[config.mk]
export PLATFORM = sky130hd
export DESIGN_NAME = sc_bkg_row_scroller
export DESIGN_NICKNAME = d
export VERILOG_FILES = /design/src/rtl/sc_bkg_pkg.sv /design/src/rtl/sc_bkg_tick_div.sv /design/src/rtl/sc_bkg_row_scroller.sv
export SDC_FILE = /design/constraint.sdc
export NUM_CORES = 1
export LEC_CHECK = 0
export ABC_CLOCK_PERIOD_IN_PS = 4140
export CORE_MARGIN = 2
export CORE_UTILIZATION = 45
export DETAILED_ROUTE_END_ITERATION = 16
export GPL_ROUTABILITY_DRIVEN = 0
export PLACE_DENSITY = 0.83
export SLEW_MARGIN = 20
export SYNTH_ARGS = -nofsm -noshare
export SYNTH_HDL_FRONTEND = slang
export SYNTH_HIERARCHICAL = 1
export SYNTH_SLANG_ARGS = --single-unit
[constraint.sdc]
create_clock -name SC_LastRegBACKGTYPE_CLOCK_50 -period 4.14 [get_ports SC_LastRegBACKGTYPE_CLOCK_50]
set_input_delay 0.828 -clock SC_LastRegBACKGTYPE_CLOCK_50 [delete_from_list [all_inputs] [get_ports SC_LastRegBACKGTYPE_CLOCK_50]]
set_output_delay 0.828 -clock SC_LastRegBACKGTYPE_CLOCK_50 [all_outputs]
set_load 0.005 [all_outputs]
[src/rtl/sc_bkg_pkg.sv]
// Shared definitions for the background-row scroller family: level indices,
// scroll directions, FSM encoding and the default 8-bit pattern table.
package sc_bkg_pkg;

  localparam int unsigned IDX_START = 0;
  localparam int unsigned IDX_T1    = 1;
  localparam int unsigned IDX_L1    = 2;
  localparam int unsigned IDX_T2    = 3;
  localparam int unsigned IDX_L2    = 4;
  localparam int unsigned IDX_T3    = 5;
  localparam int unsigned IDX_L3    = 6;
  localparam int unsigned IDX_T4    = 7;
  localparam int unsigned IDX_L4    = 8;
  localparam int unsigned IDX_WIN   = 9;
  localparam int unsigned NUM_PATTERNS = 10;

  localparam logic [1:0] DIR_LEFT  = 2'b01;
  localparam logic [1:0] DIR_RIGHT = 2'b10;

  typedef enum logic {
    ST_IDLE = 1'b0,
    ST_RUN  = 1'b1
  } state_e;

  // Entry i occupies bits [i*8 +: 8]; START sits in the low byte.
  localparam logic [79:0] PATTERN_TABLE_DEFAULT = {
    8'hAA,  // WIN
    8'h5A,  // L4
    8'hFF,  // T4
    8'h66,  // L3
    8'hE7,  // T3
    8'h3C,  // L2
    8'hC3,  // T2
    8'h18,  // L1
    8'h81,  // T1
    8'h24   // START
  };

endpackage

[src/rtl/sc_bkg_tick_div.sv]
// Programmable period divider: counts while enabled, pulses tc_o when the
// count equals period_i, then restarts from zero. Holds its count when disabled.
module sc_bkg_tick_div #(
  parameter int unsigned SPEED_W = 8
) (
  input  logic               clk_i,
  input  logic               rst_i,
  input  logic               clr_i,
  input  logic               en_i,
  input  logic [SPEED_W-1:0] period_i,
  output logic               tc_o
);

  logic [SPEED_W-1:0] cnt_q;
  logic [SPEED_W-1:0] cnt_d;

  assign tc_o = (cnt_q == period_i);

  // A period lowered below the current count lets the counter wrap through 2^SPEED_W.
  always_comb begin
    cnt_d = cnt_q;
    if (clr_i) begin
      cnt_d = '0;
    end else if (en_i) begin
      cnt_d = tc_o ? '0 : cnt_q + 1'b1;
    end
  end

  always_ff @(posedge clk_i or posedge rst_i) begin
    if (rst_i) begin
      cnt_q <= '0;
    end else begin
      cnt_q <= cnt_d;
    end
  end

endmodule

[src/rtl/sc_bkg_row_scroller.sv]
// One playfield background row: level-pattern loads plus autonomous scrolling.
// Define SC_BKG_ROW_BOUNCE_EN for reflecting shifts instead of rotation.
module sc_bkg_row_scroller
  import sc_bkg_pkg::*;
#(
  parameter int unsigned                 DATAWIDTH     = 8,
  parameter int unsigned                 LEVEL_W       = 4,
  parameter int unsigned                 SPEED_W       = 8,
  parameter logic [DATAWIDTH-1:0]        CLEAR_PATTERN = '0,
  parameter logic [10*DATAWIDTH-1:0]     PATTERN_TABLE = PATTERN_TABLE_DEFAULT
) (
  input  logic                 SC_LastRegBACKGTYPE_CLOCK_50,
  input  logic                 SC_LastRegBACKGTYPE_RESET_InHigh,
  input  logic                 clear_InLow,
  input  logic                 load_InLow,
  input  logic                 loadfinal_InLow,
  input  logic                 run_In,
  input  logic [1:0]           dir_In,
  input  logic [SPEED_W-1:0]   speed_InBUS,
  input  logic [LEVEL_W-1:0]   level_InBUS,
  input  logic [DATAWIDTH-1:0] lastpoint_InBUS,
  output logic [DATAWIDTH-1:0] data_OutBUS,
  output logic                 shift_pulse_Out,
  output logic                 busy_Out
);

  state_e               state_q;
  logic [DATAWIDTH-1:0] row_q;
  logic [DATAWIDTH-1:0] row_d;
  logic                 pulse_q;
  logic                 busy_q;
  logic                 moved;
  logic                 load_any;
  logic                 tick_en;
  logic                 tc;
  logic                 scroll;
  logic [DATAWIDTH-1:0] pattern;
  logic [31:0]          level_idx;

`ifdef SC_BKG_ROW_BOUNCE_EN
  logic [1:0]           dir_q;
  logic [1:0]           dir_d;
`endif

  assign level_idx = 32'(level_InBUS);

  always_comb begin
    pattern = '0;
    for (int unsigned i = 0; i < NUM_PATTERNS; i++) begin
      if (level_idx == i) begin
        pattern = PATTERN_TABLE[i*DATAWIDTH +: DATAWIDTH];
      end
    end
  end

  assign load_any = ~clear_InLow | ~load_InLow | ~loadfinal_InLow;
  // Counting pauses as soon as run_In drops so re-entry resumes on the same phase.
  assign tick_en  = (state_q == ST_RUN) & run_In & ~load_any;
  assign scroll   = tick_en & tc;

  sc_bkg_tick_div #(
    .SPEED_W (SPEED_W)
  ) u_tick_div (
    .clk_i    (SC_LastRegBACKGTYPE_CLOCK_50),
    .rst_i    (SC_LastRegBACKGTYPE_RESET_InHigh),
    .clr_i    (load_any),
    .en_i     (tick_en),
    .period_i (speed_InBUS),
    .tc_o     (tc)
  );

  always_comb begin
    row_d = row_q;
    moved = 1'b0;
`ifdef SC_BKG_ROW_BOUNCE_EN
    dir_d = load_any ? dir_In : dir_q;
`endif
    if (!clear_InLow) begin
      row_d = CLEAR_PATTERN;
    end else if (!load_InLow) begin
      row_d = pattern;
    end else if (!loadfinal_InLow) begin
      row_d = pattern | lastpoint_InBUS;
    end else if (scroll) begin
`ifdef SC_BKG_ROW_BOUNCE_EN
      // Hitting an edge costs one scroll slot: the row stays and only the direction flips.
      if (dir_q == DIR_LEFT) begin
        if (row_q[DATAWIDTH-1]) begin
          dir_d = DIR_RIGHT;
        end else begin
          row_d = {row_q[DATAWIDTH-2:0], 1'b0};
          moved = 1'b1;
        end
      end else if (dir_q == DIR_RIGHT) begin
        if (row_q[0]) begin
          dir_d = DIR_LEFT;
        end else begin
          row_d = {1'b0, row_q[DATAWIDTH-1:1]};
          moved = 1'b1;
        end
      end
`else
      if (dir_In == DIR_LEFT) begin
        row_d = {row_q[DATAWIDTH-2:0], row_q[DATAWIDTH-1]};
        moved = 1'b1;
      end else if (dir_In == DIR_RIGHT) begin
        row_d = {row_q[0], row_q[DATAWIDTH-1:1]};
        moved = 1'b1;
      end
`endif
    end
  end

  always_ff @(posedge SC_LastRegBACKGTYPE_CLOCK_50 or posedge SC_LastRegBACKGTYPE_RESET_InHigh) begin
    if (SC_LastRegBACKGTYPE_RESET_InHigh) begin
      state_q <= ST_IDLE;
      row_q   <= '0;
      pulse_q <= 1'b0;
      busy_q  <= 1'b0;
`ifdef SC_BKG_ROW_BOUNCE_EN
      dir_q   <= DIR_LEFT;
`endif
    end else begin
      row_q   <= row_d;
      pulse_q <= moved;
`ifdef SC_BKG_ROW_BOUNCE_EN
      dir_q   <= dir_d;
`endif
      case (state_q)
        ST_IDLE: begin
          if (run_In) begin
            state_q <= ST_RUN;
            busy_q  <= 1'b1;
          end
        end
        ST_RUN: begin
          if (!run_In) begin
            state_q <= ST_IDLE;
            busy_q  <= 1'b0;
          end
        end
        default: begin
          state_q <= ST_IDLE;
          busy_q  <= 1'b0;
        end
      endcase
    end
  end

  assign data_OutBUS     = row_q;
  assign shift_pulse_Out = pulse_q;
  assign busy_Out        = busy_q;

endmodule

==> metrics.txt <==
status=complete, no violations; quantity of I/O buffers inserted on ports=37; Total Routing Usage GR=between 10% and 20%; clock sinks=19; uppermost routed layer=met4; hold_ws=0.485 ns; initial antenna violation count=0; DP Worst Slack=1.04 ns; core area=0.00298 mm²; Post-synth top flop=dfrtp_1; depth of the most critical reg-to-reg path=7; hold-fix buffers at CTS=0; post-route worst setup slack=1.37 ns; CTS clk-pin slew, worst paths=around 0.11 ns; # IOs=38; Arr. time, crit path=roughly 3.0 ns; total power=slightly below 0.0004 W; DRC viols=0; clk root buf=clkbuf_4; Final HPWL DP=between 2000 and 2500 µm; post-synthesis sequential area ratio=34.6%; RSZ-0062 raised after global routing=false; asr flop ratio synth=100%; vias in the first global route=~1.2k; Critical Path Fanout Max=11; Sum Neg Setup Slack=0 ns; endpoints failing setup=0; FF-to-FF setup slack=~1.8 ns; total clock buffers created by CTS=3; Cell Area, Synth=0.00138 mm²; Max Clk Rate=approximately 360 MHz; Die Span Y=between 50 and 60 µm; largest net degree at the start of global routing=16; Starting Density=46.2%; crit path kind=in -> reg; CTS H-tree depth=1; max-slew violation count=0; fin crit share=67.0%; Hold EP=busy_Out$_DFFE_PP0P_; Post-Syn Area per Cell=9.62 µm²; first-pass GRT wire length=5040 µm; crit-path cells=clkdlybuf4s50_1, xnor2_1, nand4_1, nor2_1, o211ai_1, and2_1, and3_1, a31o_1; register bit count reported by yosys=19; vias post-DR=roughly 1.2k; startpoint types=input pin; total gr overflow=0; drt first pass iters=4; Worst EP required=4.33 ns; Min Clock Period, post-route=between 2 and 3 ns; Worst-Margin Slew=0.652 ns; Rel. slew slack=56.3%; critical path's top delay family=simple AND/OR/NAND/NOR gates; Site Rows=20; CP max stage delay=between 0.4 and 0.5 ns; clk_skew=~0.0060 ns; most common cell after layout, fill and taps aside=clkdlybuf4s50_1; die span in x=~60 µm; Cells on Worst Hold Path=1; Peak supply drop=between 0.1 and 0.15 mV; post-route ant nets=0; count of cell types in the netlist=between 40 and 50; hold_sp=state_q$_DFF_PP0_; final WL=a little over 3000 µm; # nets final=210; setup repair bufs after CTS=0; met2 WL=between 1500 and 2000 µm; CTS tree=yes; full die area=~0.0035 mm²; most frequent cells in the layout=clkdlybuf4s50_1, dfrtp_1, o21ai_0; Pwr Density=~220 mW/mm²; # diodes=0; WL met3=about 150 µm; R2R Path End=data_OutBUS[4]$_DFFE_PP0P_; Layout fillers=around 270; class of the worst hold path=reg -> reg; DRT met1 WL=between 1000 and 1500 µm; Worst Setup End Kind=register; via/cell ratio=5.80; R2R Path Start=u_tick_div/cnt_q[0]$_DFFE_PP0P_; post-synth net total=175; gate count after technology mapping=between 100 and 150; Post-CTS Resized=0; CP Buf/Inv Count=1; Clock Path Buffers=2; share of cells above drive strength 1=about 6.8%; Syn. warnings=6; initial drt markers=17; Final Hold Fails=0; area grow syn2layout=27.9%; P_leak=slightly above 0.7 nW; Crit-path slowest cell=clkdlybuf4s50_1; WL/cell=14.6 µm; max_cap viols=0; worst skew pair latency=around 0.29 ns; EDFF count, synth=0
through the flow:
| stage | instances | utilization, % | instance area, µm² |
|---|---|---|---|
| finish | 210 | 59.1 | 1760 |
| global route | 210 | 59.1 | 1760 |
| CTS | 210 | 59.1 | 1760 |
| detailed placement | 206 | 58.2 | 1730 |
| global placement | 206 | 58.2 | 1730 |
| floorplan | 143 | - | 1380 |
kinds of logic (layout without fill, tap and decap cells):
group | count (synthesis) | in the layout | share of synthesized area [%]
buffers and inverters | 15 | 49 | 6.19
AOI/OAI and AO/OA | 41 | 41 | 19.9
muxes | 9 | 9 | 6.55
DFF | 19 | 19 | 34.6
xor gates and xnor gates | 15 | 15 | 9.55
adders and majority gates | 4 | 4 | 3.64
and+or+nand+nor | 40 | 40 | 19.6
metal layers:
layer	GRT usage [%]	vias up
met5	0	-
met4	7.14	0
met3	1.75	2
met2	35.2	35
met1	21.0	591
li1	-	591
state kept, by name, indices dropped and copies added (netlist names):
signal / cells
u_tick_div/cnt_q: 8
busy_Out: 1
shift_pulse_Out: 1
state_q: 1
data_OutBUS: 8
worst max path at each step:
stage / endpoint / slack, ns / cells after the start / from
floorplan: data_OutBUS[4]$_DFFE_PP0P_ / 2.02 / 7 / speed_InBUS[1]
global placement: data_OutBUS[4]$_DFFE_PP0P_ / 1.16 / 8 / speed_InBUS[4]
detailed placement: data_OutBUS[4]$_DFFE_PP0P_ / 1.04 / 8 / speed_InBUS[0]
CTS: data_OutBUS[4]$_DFFE_PP0P_ / 1.36 / 8 / speed_InBUS[0]
global route: data_OutBUS[6]$_DFFE_PP0P_ / 1.18 / 7 / dir_In[1]
finish: data_OutBUS[4]$_DFFE_PP0P_ / 1.37 / 8 / speed_InBUS[0]
cell usage after synthesis (3+ instances only):
| cell | instances | share of area, % |
|---|---|---|
| buf_2 | 3 | 1.1 |
| a21oi_1 | 3 | 1.1 |
| o211ai_1 | 4 | 2.2 |
| o21ai_0 | 16 | 5.8 |
| xnor2_1 | 10 | 6.4 |
| o2111ai_1 | 3 | 1.9 |
| nand4_1 | 3 | 1.4 |
| mux2i_1 | 9 | 6.6 |
| and3_1 | 4 | 1.8 |
| xor2_1 | 5 | 3.2 |
| dfrtp_1 | 19 | 35 |
| nor2b_1 | 3 | 1.4 |
| ha_1 | 4 | 3.6 |
| nand2_1 | 10 | 2.7 |
| nor3_1 | 4 | 1.5 |
| inv_1 | 8 | 2.2 |
where the power goes:
group,internal (W),switching (W)
sequential,0.000194,0.00000870
clock,0.0000359,0.0000542
combinational,0.0000589,0.0000419
layout make-up:
class	instances	area [µm²]	area share, %
multi-input cells	109	815	46.3
flip-flops and latches	19	475	27.0
repair buffers	37	370	21.1
well taps	33	41.3	2.35
inverters	8	30.0	1.71
clock buffers	3	22.5	1.28
clock inverters	1	5.00	0.284
No activity file was read; power rests on OpenSTA's default activity.
==> patch 1: new RTL, config.mk and constraints unchanged <==
The parameter `LEVEL_W` goes from 4 to 6.
--- a/src/rtl/sc_bkg_row_scroller.sv
+++ b/src/rtl/sc_bkg_row_scroller.sv
@@ -5,5 +5,5 @@
 #(
   parameter int unsigned                 DATAWIDTH     = 8,
-  parameter int unsigned                 LEVEL_W       = 4,
+  parameter int unsigned                 LEVEL_W       = 6,
   parameter int unsigned                 SPEED_W       = 8,
   parameter logic [DATAWIDTH-1:0]        CLEAR_PATTERN = '0,
Ports: changed (resized level_InBUS); port bits go from 38 to 40. No check against the original RTL was run, so the function may have changed too.
==> patch 1 against the unedited design <==
  * Fmax shrank 1.5%
  * Final cell count grew 2.4%
  * The flow now finishes with violations (design-rule violations)
  * Routed wire length grew 5.7%
  * Sequential cell count is the same
  * Synthesized area shrank 1.1%
  * Via count grew 3.6%
  * Total power shrank 0.48%
  * Clock skew shrank 0.0049 ns
  * Setup slack lost 0.042 ns
  * Largest cell class unchanged
  * Core utilization grew 3.9 points
  * Synthesized cell count grew 3.5%
  * Sequential share of layout area shrank 0.11 points
  * Cell area grew 0.43%
==> patch 1: results <==
set metrics [dict create \
    status "complete, but fails checks" \
    violations "design-rule violations" \
    use_met3_pct 3.71 \
    vias 1263 \
    worstMarginPinSlew_ns 0.699 \
    synth_common_cells "dfrtp_1 (19), o21ai_0 (15), xnor2_1 (10)" \
    numPortBuffers 39 \
    min_period_ns 2.81 \
    wl_per_cell_um 15.1 \
    synth_area_leaders "dfrtp_1 (35%), xnor2_1 (6.4%), mux2i_1 (5.9%), o21ai_0 (5.5%), ha_1 (3.7%)" \
    grt_util_met2_pct 37.9 \
    hold_ws_ns 0.480 \
    vdd_ir_drop_max_uv 128 \
    met1Wirelength_um 1330 \
    netSwitchingFraction_pct 27.2 \
    grt_use_total_pct 19.8 \
    reg2reg_slack_ns 1.78 \
    preCtsSetupSlack_ns 1.05 \
    dr_wl_met3_um 176 \
    p_leak_nw 0.691 \
    post-route-drc-count 1 \
    grt_pass1_wl_um 5290 \
    dp_hpwl_um 2610 \
    wl_met2_um 1730 \
    synth-seq-area-share_pct 35.0 \
    drive_gt1_share_pct 5.43 \
    synth_nets 182 \
    p_seq_share_pct 51.0 \
    drt-initial-drc-count 40 \
    num_rows 19 \
]
-- patch 1: changes by cell type in the layout (fill, tap and decap cells not counted), moves of 3 or more --
cell	before	now
o211ai_1	4	1
a211oi_1	0	5
nor2_1	2	7
nor3_1	4	7
nor2b_1	3	0
-- patch 1: cell families (layout without fill, tap and decap cells) --
| kind of cell | after synthesis | in the layout | synth area share, % |
|---|---|---|---|
| AOI/OAI and AO/OA | 41 | 41 | 20.5 |
| adders and majority gates | 4 | 4 | 3.68 |
| muxes | 8 | 8 | 5.89 |
| xor gates and xnor gates | 15 | 15 | 9.66 |
| and+or+nand+nor | 46 | 46 | 19.5 |
| DFF | 19 | 19 | 35.0 |
| buffers and inverters | 15 | 51 | 5.80 |
-- patch 1: critical path, cell delays in order --
cell             delay [ns]
clkdlybuf4s50_1        0.47
xnor2_1                0.13
nand4_1                0.20
nor2_1                 0.27
o211ai_1               0.35
or2_2                  0.40
a221oi_1               0.28
a41o_1                 0.12
-- patch 1: cell type report --
cell class / instances / area [um^2]
fill: 242 / 1040
multi-input combinational: 114 / 806
sequential: 19 / 475
timing repair buffer: 39 / 390
tap: 31 / 38.8
inverter: 8 / 30.0
clock buffer: 4 / 26.3
-- patch 1: path summary, 6_finish.rpt --
check	startpoint	endpoint	depth (start not counted)
min in group asynchronous	SC_LastRegBACKGTYPE_RESET_InHigh	u_tick_div/cnt_q[6]	2
max in group asynchronous	SC_LastRegBACKGTYPE_RESET_InHigh	data_OutBUS[1]	2
max	speed_InBUS[3]	data_OutBUS[1]	8
min	state_q	busy_Out	1
min reg2reg	state_q	busy_Out	1
max reg2reg	u_tick_div/cnt_q[0]	data_OutBUS[1]	7
==> patch 2: new RTL, same flow settings <==
Without the edit above. Reset style: synchronous (`SC_LastRegBACKGTYPE_RESET_InHigh` and `rst_i`), changed in 2 clocked blocks.
--- a/src/rtl/sc_bkg_tick_div.sv
+++ b/src/rtl/sc_bkg_tick_div.sv
@@ -27,5 +27,5 @@
   end
 
-  always_ff @(posedge clk_i or posedge rst_i) begin
+  always_ff @(posedge clk_i) begin
     if (rst_i) begin
       cnt_q <= '0;
--- a/src/rtl/sc_bkg_row_scroller.sv
+++ b/src/rtl/sc_bkg_row_scroller.sv
@@ -112,5 +112,5 @@
   end
 
-  always_ff @(posedge SC_LastRegBACKGTYPE_CLOCK_50 or posedge SC_LastRegBACKGTYPE_RESET_InHigh) begin
+  always_ff @(posedge SC_LastRegBACKGTYPE_CLOCK_50) begin
     if (SC_LastRegBACKGTYPE_RESET_InHigh) begin
       state_q <= ST_IDLE;
Check against the original RTL: differs if SC_LastRegBACKGTYPE_RESET_InHigh is asserted again (counterexample within 4 cycles, from zero or initial values and one cycle with SC_LastRegBACKGTYPE_RESET_InHigh high); with SC_LastRegBACKGTYPE_RESET_InHigh held inactive, the same outputs for 10 cycles.
==> patch 2 against the unedited design <==
  * Global-route usage up 0.45 points
  * Core utilization increased by 4.6 points
  * Sequential power shrank 4%
  * Sequential share of layout area fell by 3.3 points
  * Setup slack gained 0.17 ns
  * Total power down 3.8%
  * Clock skew up 0.00078 ns
  * Cell area is 8.7% lower
  * Worst hold slack lost 0.021 ns
  * Count of clock-buffer cells in the layout is the same
  * Sequential cell count did not move
  * Synthesized area shrank 11%
  * Routed wire length decreased by 3.3%
  * First-iteration DRC count up 110%
  * Critical path type unchanged
  * Critical endpoint is now u_tick_div/cnt_q[7]
==> patch 2: results <==
set metrics [dict create \
    cts_resized 0 \
    synth_cell_types 42 \
    vdd_ir_drop_max_uv 192 \
    clockBufferDepth 2 \
    synth_area_leaders "dfxtp_1 (31%), xnor2_1 (8.6%), mux2i_1 (6.5%), nand2_1 (5.5%), nor2_1 (4.0%)" \
    drt-total-wl_um 2970 \
    min_from "state_q" \
    reg2reg_slack_ns 2.17 \
    root_buffer "clkbuf_4" \
    clock_skew_ns 0.00680 \
    worstMarginPinSlew_ns 0.504 \
    slowest_delay_ns 0.64 \
    hold_ws_ns 0.463 \
    synthArstFlopShare_pct 0 \
    reg2reg_depth 7 \
    cts_htree_levels 1 \
    hold_class "reg -> reg" \
    clk_latency_ns 0.30 \
    antenna_found_initial 0 \
    r2r_end "data_OutBUS[4]" \
    synth_nets 174 \
    slowest_stage "clkdlybuf4s50_1" \
    n_antenna_cell 0 \
    post_cts_buffers 0 \
    crit_fanout 10 \
    dp_hpwl_um 2290 \
    drive_gt1_share_pct 7.34 \
    clk_pin_slew_ns 0.11 \
    grt_max_degree 12 \
    preCtsSetupSlack_ns 1.28 \
    status "finished, final reports clean" \
    crit_family "simple AND/OR/NAND/NOR gates" \
    vias 1185 \
    numPortBuffers 37 \
    grt_use_total_pct 19.0 \
    fillCellCount 226 \
    synth_common_cells "dfxtp_1 (19), nand2_1 (18), nor2_1 (13)" \
    cp-startpoint "load_InLow" \
    synth_warnings 6 \
    grt_pass1_wl_um 4890 \
    whs_endpoint "busy_Out" \
    drt_first_pass_iters 4 \
    synth_ff_type "dfxtp_1" \
    nets 209 \
    r2r_start "u_tick_div/cnt_q[0]" \
    arrival_ns 2.78 \
    synth-seq-area-share_pct 31.1 \
    numCtsBuffers 3 \
    drt-initial-drc-count 36 \
    p_leak_nw 0.554 \
    hold_depth 1 \
]
## patch 2: cell count changes in the layout (fill, tap and decap cells not counted), sizes merged, moves of 5 or more
cell and delta:
o21ai -9, a21oi +5, dfrtp -19, dfxtp +19, nor3 -5, nand2 +9
nor2 +11, inv -5
## patch 2: metrics by stage
stage                     cell area (um^2)  power [mW]  cells  utilization [%]
after floorplan                       1220       0.241    143                -
after CTS                             1610       0.380    207             63.6
after global placement                1580       0.284    203             62.5
final                                 1610       0.378    207             63.6
after detailed placement              1580       0.287    203             62.5
after global routing                  1610       0.397    207             63.6
## patch 2: cells by family after synthesis
kind of cell	share of synthesized area (%)
and+or+nand+nor	22.2
adders and majority gates	3.07
xor gates and xnor gates	11.5
muxes	7.46
DFF	31.1
AOI/OAI and AO/OA	19.4
buffers and inverters	5.32
## patch 2: worst max path at each step
stage / endpoint / slack, ns / cells past startpoint
after global routing: u_tick_div/cnt_q[7] / 1.47 / 7
after global placement: u_tick_div/cnt_q[7] / 1.35 / 7
after detailed placement: data_OutBUS[4] / 1.28 / 8
after CTS: u_tick_div/cnt_q[7] / 1.59 / 7
final: u_tick_div/cnt_q[7] / 1.54 / 7
after floorplan: u_tick_div/cnt_q[7] / 1.89 / 9
## patch 2: cell type report
class	instances	area (um^2)	area share [%]
Multi-Input combinational cell	114	778	48.5
Sequential cell	19	380	23.7
Timing Repair Buffer	37	370	23.1
Tap cell	30	37.5	2.34
Clock buffer	3	22.5	1.40
Inverter	3	11.3	0.701
Clock inverter	1	5.00	0.312
## patch 2: routing by layer
layer  global-route usage (%)  routed length, um
met1                     18.6               1160
met2                     35.8               1490
met3                     4.65                271
met4                     10.5                 39
met5                        0                  0
## patch 2: where the power goes
part	internal [mW]	switching, mW
clock	0.0359	0.0585
sequential	0.188	0.00475
combinational	0.0519	0.0391
total	0.276	0.102
